## src/rtl/au_norm_pkg.sv

```systemverilog
// Shared types and helpers for the iterative left-normalizer.
package au_norm_pkg;

  typedef enum logic [1:0] {IDLE, SHIFT, DONE} au_norm_state_t;

  function automatic int au_norm_cnt_width(input int width);
    return $clog2(width + 1);
  endfunction

endpackage

```

## src/rtl/au_norm_serial_lzd.sv

```systemverilog
// Leading-one detector: one-hot flag on the most significant set bit of a,
// plus a no-detect flag when a is all zeros.
module AU_lead_zero_det #(
  parameter int WIDTH = 4
) (
  input  logic [WIDTH-1:0] a,
  output logic [WIDTH-1:0] z,
  output logic             no_det
);

  logic w_found;

  // Scan from the MSB down so only the first set bit is flagged.
  always_comb begin
    z       = '0;
    w_found = 1'b0;
    for (int i = WIDTH - 1; i >= 0; i--) begin
      if (a[i] && !w_found) begin
        z[i]    = 1'b1;
        w_found = 1'b1;
      end
    end
  end

  assign no_det = ~|a;

endmodule

```

## src/rtl/au_norm_serial.sv

```systemverilog
// Iterative left-normalizer: shifts a word left by up to STEP bits per cycle
// until its MSB is set, reporting the total shift and a zero-input flag.
module au_norm_serial
  import au_norm_pkg::*;
#(
  parameter  int WIDTH = 16,
  parameter  int STEP  = 4,
  localparam int CNTW  = au_norm_cnt_width(WIDTH)
) (
  input  logic             clk,
  input  logic             rst,
  input  logic             in_valid,
  output logic             in_ready,
  input  logic [WIDTH-1:0] a,
  output logic             out_valid,
  input  logic             out_ready,
  output logic [WIDTH-1:0] z,
  output logic [CNTW-1:0]  cnt,
  output logic             no_det
);

  au_norm_state_t   r_state;
  logic [WIDTH-1:0] r_work;
  logic [CNTW-1:0]  r_cnt;
  logic             r_noDet;
  logic             r_outValid;

  logic [STEP-1:0]  w_window;
  logic [STEP-1:0]  w_oneHot;
  logic             w_lzdNoDet;
  logic [CNTW-1:0]  w_encoded;
  logic [CNTW-1:0]  w_k;

  assign w_window = r_work[WIDTH-1 -: STEP];

  AU_lead_zero_det #(
    .WIDTH (STEP)
  ) u_lzd (
    .a      (w_window),
    .z      (w_oneHot),
    .no_det (w_lzdNoDet)
  );

  // A one at window position i means STEP-1-i zeros sit above it.
  always_comb begin
    w_encoded = '0;
    for (int i = 0; i < STEP; i++) begin
      if (w_oneHot[i]) begin
        w_encoded = CNTW'(STEP - 1 - i);
      end
    end
    w_k = w_lzdNoDet ? CNTW'(STEP) : w_encoded;
  end

  always_ff @(posedge clk) begin
    if (rst) begin
      r_state    <= IDLE;
      r_work     <= '0;
      r_cnt      <= '0;
      r_noDet    <= 1'b0;
      r_outValid <= 1'b0;
    end else begin
      case (r_state)
        IDLE: begin
          if (in_valid) begin
            r_work  <= a;
            r_cnt   <= '0;
            r_noDet <= 1'b0;
            if (a == '0) begin
              r_noDet    <= 1'b1;
              r_cnt      <= CNTW'(WIDTH);
              r_outValid <= 1'b1;
              r_state    <= DONE;
            end else begin
              r_state <= SHIFT;
            end
          end
        end
        SHIFT: begin
          r_work <= r_work << w_k;
          r_cnt  <= r_cnt + w_k;
          // A short shift means a one reached the MSB.
          if (w_k != CNTW'(STEP)) begin
            r_outValid <= 1'b1;
            r_state    <= DONE;
          end
        end
        DONE: begin
          if (out_ready) begin
            r_outValid <= 1'b0;
            r_state    <= IDLE;
          end
        end
        default: begin
          r_outValid <= 1'b0;
          r_state    <= IDLE;
        end
      endcase
    end
  end

  // Gated by rst so the block never advertises readiness during reset.
  assign in_ready  = (r_state == IDLE) && !rst;
  assign out_valid = r_outValid;
  assign z         = r_work;
  assign cnt       = r_cnt;
  assign no_det    = r_noDet;

endmodule

```

## config.mk

```make
export PLATFORM = sky130hd
export DESIGN_NAME = au_norm_serial
export DESIGN_NICKNAME = d
export VERILOG_FILES = /design/src/rtl/au_norm_pkg.sv /design/src/rtl/au_norm_serial_lzd.sv /design/src/rtl/au_norm_serial.sv
export SDC_FILE = /design/constraint.sdc
export NUM_CORES = 1
export LEC_CHECK = 0
export BUFFER_PORTS_ARGS = -buffer_cell sky130_fd_sc_hd__buf_2
export CORE_MARGIN = 10
export CORE_UTILIZATION = 55
export CTS_CLUSTER_SIZE = 10
export DETAILED_ROUTE_END_ITERATION = 8
export GPL_TIMING_DRIVEN = 0
export PLACE_DENSITY = 0.81
export SYNTH_ARGS = -nofsm -noshare
export SYNTH_HDL_FRONTEND = slang
export SYNTH_HIERARCHICAL = 1
export SYNTH_SLANG_ARGS = --single-unit
```

## constraint.sdc

```tcl
create_clock -name clk -period 4.3 [get_ports clk]
set_clock_uncertainty 0.1 [all_clocks]
set_input_delay 0.86 -clock clk [delete_from_list [all_inputs] [get_ports clk]]
set_output_delay 0.86 -clock clk [all_outputs]
set_load 0.02 [all_outputs]
```

==> run summary <==
By area, the combinational part of the netlist is dominated by compound AO/OA/AOI/OAI gates. The worst-case IR drop observed on VDD is 192 uV. The area of the multi-input gates is 1260 um^2. The fraction of the mapped netlist area in simple logic gates is 24.6%.

Before antenna repair, the detailed router went through 6 iterations. The min-delay analysis places its worst path in the category flip-flop to flip-flop. The depth of the worst register-to-register path is 10. Measured against its own limit, the worst slew margin works out to between 50% and 60%. The post-layout minimum cycle time is around 3.2 ns. For this configuration, the core starts out at a cell density of between 50% and 60%. The worst register-to-register path ends at cnt[4]$_SDFFE_PP0P_. The longest individual stage delay on the worst path came out at roughly 0.60 ns. The wire length after detailed routing came out at 6440 um. The critical path class is flip-flop to flip-flop.

The sequential cell area fraction in the yosys report is 26.5%. The final-layout setup total negative slack came out at 0 ns. The worst-case clock buffer depth is 2. The number of maximum-capacitance violations is 0. The CTS buffer count came out at 3. The cell count after synthesis came out at 244. The most critical setup path has its startpoint at z[13]$_SDFFE_PP0P_. The count of cells along the worst hold path came out at 2. The largest delay contributor family on the critical path is simple AND/OR/NAND/NOR gates. The post-synthesis instance area came out at between 1500 and 2000 um^2. The number of distinct standard cells referenced by the synthesized netlist came out at 59. The analysis attributes to cell leakage a power of 0.919 nW. STA classifies the critical path endpoint as a flip-flop. Summing the areas of all fa, ha and maj instances in the mapped netlist gives 3.04% of the synthesized area. In this run the critical register-to-register path is launched from z[13]$_SDFFE_PP0P_. The multiplexer share of the synthesized area came out at between 4 and 5%. In this run the number of cells on the critical path is 10.

The per-cell routed wire length came out at 19.2 um. The total setup buffers inserted after CTS came out at 0. The maximum operating frequency came out at 314 MHz. The mean cell area of the mapped netlist is ~7.7 um^2. The number of pins with negative max-slew slack in the final report is 0. The total core area is between 3000 and 4000 um^2. The post-synthesis compound-gate area fraction is 34.0%. Power spread over the standard cell area amounts to 394 nW/um^2. For this run, the leading register cell type out of synthesis is sky130_fd_sc_hd__dfxtp_1. In this run the worst path has a maximum fanout of 8. At the pin with the least slew margin, the transition time is 0.705 ns. The overall die width is 78.6 um. The count of nets left with antenna violations once routing finished came out at 0. The worst setup path is launched from a flip-flop. The worst register-to-register path has a setup slack of 1.11 ns. The xor/xnor cell area share of the yosys netlist is less than 1%. Final hold analysis gives a worst-case slack of 0.398 ns. The total vias in the final route came out at between 2000 and 2500.

The number of instances resized during post-cts repair is 0. Across all setup checks in the final design, the least slack found is 1.11 ns. Setup repair after global routing left no endpoint under its margin.

The number of buffers and inverters on the critical path came out at 1. The number of buffers added to fix hold violations after cts is 0. The post-synthesis net count came out at 268. The number of primary I/O pins is 44. In the final layout, the share of cells above drive strength 1 is roughly a quarter.

The leftover overflow at the end of global routing is 0. The iteration-0 DRC count of the detailed router is between 300 and 400. The global-route wire length before repair is between 10000 and 15000 um. The number of antenna violations at the first check in global routing came to 0. The worst hold path terminates at no_det$_SDFFE_PP0P_. The number of endpoints failing setup at the final stage is 0. The largest total area in the synthesized netlist belongs to sky130_fd_sc_hd__dfxtp_1. The period utilization is 74.1%. The placement-stage worst setup slack came out at around 1.2 ns. The via count of the first global-routing pass came out at around 2100. The fraction of synthesized cell area taken by the top area cell type came out at 26.5%. The total routing usage reported by global routing is 20.8%.

The tree is rooted in a sky130_fd_sc_hd__clkbuf_4. Yosys printed 6 warnings. The share of flip-flops with an asynchronous set or reset is 0%. The HPWL after detailed placement is 4800 um. The total clock sinks came out at 25. The number of nets in the layout is 315.

The number of register bits inferred by synthesis is 25. The die boundary height is roughly 79 um. The CTS clock-pin slew for the worst setup and hold paths came out at 0.14 ns. On the critical path, the stage with the largest delay is an instance of sky130_fd_sc_hd__nor3b_1. The routed via count divided by cell count is 6.60.

The flow ran to the end, and the final reports show no timing, DRC or antenna violations. The footprint of the flip-flops and latches came out at 500 um^2. After floorplanning, the core was divided into 21 placement rows.

The count of port buffers added during placement is 42. The total instance count after detailed placement is 332. The worst path arrival time came out at 3.35 ns. TritonCTS built the clock tree. Ranked by total cell area, the synthesized netlist is headed by sky130_fd_sc_hd__dfxtp_1 (26%), sky130_fd_sc_hd__nor2_1 (5.4%), sky130_fd_sc_hd__o22ai_1 (5.0%), sky130_fd_sc_hd__a21oi_1 (4.5%), sky130_fd_sc_hd__o21ai_0 (3.4%). The finished layout holds 336 standard cells, fillers aside. The signal on the critical path passes through nor3b_1, and2b_1, o21ai_2, inv_1, ha_1, fa_1, a21oi_1, nor2b_1, xnor2_1, a211oi_1. The count of flip-flops with a built-in enable after synthesis is 0. The floorplan step defined a die boundary enclosing 6180 um^2.

The startpoint of the worst hold path is no_det$_SDFFE_PP0P_. The final antenna diode count came out at 0. CTS built an H-tree with a depth of 1. The source-to-sink clock delay at the later pin of the worst-skew pair came out at 0.33 ns. The area added between synthesis and finish is 15.6%.

The largest net degree at the start of global routing is 14. The DRC violation count after routing is 0. At the end of routability-driven placement, the weighted congestion stood at 0.955.

The number of inserted filler cells in the final layout came out at 343. The total count of hold-check failures in the final report is 0. The required time at the endpoint of the critical path came out at 4.46 ns.
## final cells by class
class / instances / share of cell area, %
multi-input combinational: 190 / 57.7
tap: 46 / 2.63
inverter: 12 / 2.06
timing repair buffer: 42 / 9.62
buffer: 17 / 3.89
sequential: 25 / 22.9
clock buffer: 4 / 1.20
## worst max-delay path by stage
stage | to | slack (ns)
3_5_place_dp | cnt[4]$_SDFFE_PP0P_ | 1.19
5_1_grt | cnt[4]$_SDFFE_PP0P_ | 0.96
3_3_place_gp | cnt[4]$_SDFFE_PP0P_ | 1.18
2_1_floorplan | cnt[4]$_SDFFE_PP0P_ | 1.46
6_report | cnt[4]$_SDFFE_PP0P_ | 1.11
4_1_cts | cnt[4]$_SDFFE_PP0P_ | 1.13
## cells in the final DEF (no fill, tap or decap), types with 2 or more instances in the layout
cell / n
sky130_fd_sc_hd__nand3_1: 4
sky130_fd_sc_hd__a21oi_1: 17
sky130_fd_sc_hd__mux2_2: 5
sky130_fd_sc_hd__nor3b_1: 2
sky130_fd_sc_hd__o31a_1: 2
sky130_fd_sc_hd__a211o_1: 7
sky130_fd_sc_hd__o21ai_0: 13
sky130_fd_sc_hd__buf_1: 2
sky130_fd_sc_hd__nand2b_1: 7
sky130_fd_sc_hd__ha_1: 3
sky130_fd_sc_hd__o22ai_1: 15
sky130_fd_sc_hd__nor2b_1: 4
sky130_fd_sc_hd__a211oi_1: 6
sky130_fd_sc_hd__dfxtp_1: 25
sky130_fd_sc_hd__clkbuf_1: 8
sky130_fd_sc_hd__a22oi_1: 3
sky130_fd_sc_hd__or2_2: 2
sky130_fd_sc_hd__nor3_1: 11
sky130_fd_sc_hd__a31oi_1: 3
sky130_fd_sc_hd__inv_1: 11
sky130_fd_sc_hd__buf_4: 2
sky130_fd_sc_hd__nor2_4: 2
sky130_fd_sc_hd__a221oi_1: 4
sky130_fd_sc_hd__buf_2: 47
sky130_fd_sc_hd__nand2_1: 12
sky130_fd_sc_hd__or3_1: 2
sky130_fd_sc_hd__a311oi_1: 4
sky130_fd_sc_hd__a2bb2oi_1: 3
sky130_fd_sc_hd__nor2_1: 27
sky130_fd_sc_hd__nor4_1: 5
sky130_fd_sc_hd__clkbuf_4: 3
## cells in the mapped netlist, types with 2 or more instances
cell type                   count
sky130_fd_sc_hd__or3_1          2
sky130_fd_sc_hd__inv_1         11
sky130_fd_sc_hd__nor3b_1        2
sky130_fd_sc_hd__a21oi_1       17
sky130_fd_sc_hd__nand3_1        4
sky130_fd_sc_hd__nor2_1        27
sky130_fd_sc_hd__a2bb2oi_1      3
sky130_fd_sc_hd__a211oi_1       6
sky130_fd_sc_hd__a311oi_1       4
sky130_fd_sc_hd__nand2_1       12
sky130_fd_sc_hd__or2_2          2
sky130_fd_sc_hd__nand2b_1       7
sky130_fd_sc_hd__nor2b_1        4
sky130_fd_sc_hd__nor2_4         2
sky130_fd_sc_hd__a221oi_1       4
sky130_fd_sc_hd__buf_4          2
sky130_fd_sc_hd__o22ai_1       15
sky130_fd_sc_hd__o31a_1         2
sky130_fd_sc_hd__nor3_1        11
sky130_fd_sc_hd__a211o_1        7
sky130_fd_sc_hd__nor4_1         5
sky130_fd_sc_hd__buf_1          2
sky130_fd_sc_hd__clkbuf_1       7
sky130_fd_sc_hd__a22oi_1        3
sky130_fd_sc_hd__o21ai_0       13
sky130_fd_sc_hd__buf_2          5
sky130_fd_sc_hd__dfxtp_1       25
sky130_fd_sc_hd__a31oi_1        3
sky130_fd_sc_hd__ha_1           3
sky130_fd_sc_hd__mux2_2         5
## report_power, final
group	switching, W	leakage (nW)	internal (W)
Combinational	0.000271	0.698	0.000165
Clock	0.0000745	0.0150	0.0000365
Sequential	0.0000512	0.206	0.000261
Total	0.000397	0.919	0.000463
## tightest hold or removal path, stage by stage (launching register included)
cell and delay [ns]:
sky130_fd_sc_hd__dfxtp_1 0.33, sky130_fd_sc_hd__o21ai_0 0.06, sky130_fd_sc_hd__a21oi_1 0.07
## sequential cells by signal (all words and copies together), names as in the netlist
signal and flops:
r_state 2, cnt 5, z 16, no_det 1
out_valid 1
## routing by layer
layer	GRT usage, %	wire length, um
met5	0	0
met4	8.24	158
met3	3.99	681
met2	33.5	2900
met1	26.6	2700
## stage by stage
step	cell area, um^2	total power [W]	utilization (%)
3_5_place_dp	2160	0.000740	64.7
5_1_grt	2180	0.000910	65.5
4_1_cts	2180	0.000848	65.5
6_report	2180	0.000860	65.5
2_1_floorplan	1890	0.000616	-
3_3_place_gp	2160	0.000736	64.7
## cells by family after synthesis
logic type / Yosys count
AO/OA/AOI/OAI: 91
XOR/XNOR: 2
buffers and inverters: 29
flip-flops: 25
adder cells (fa/ha/maj): 4
AND/OR/NAND/NOR: 86
multiplexers: 7
Note: power is estimated with default switching activity, not from simulation.
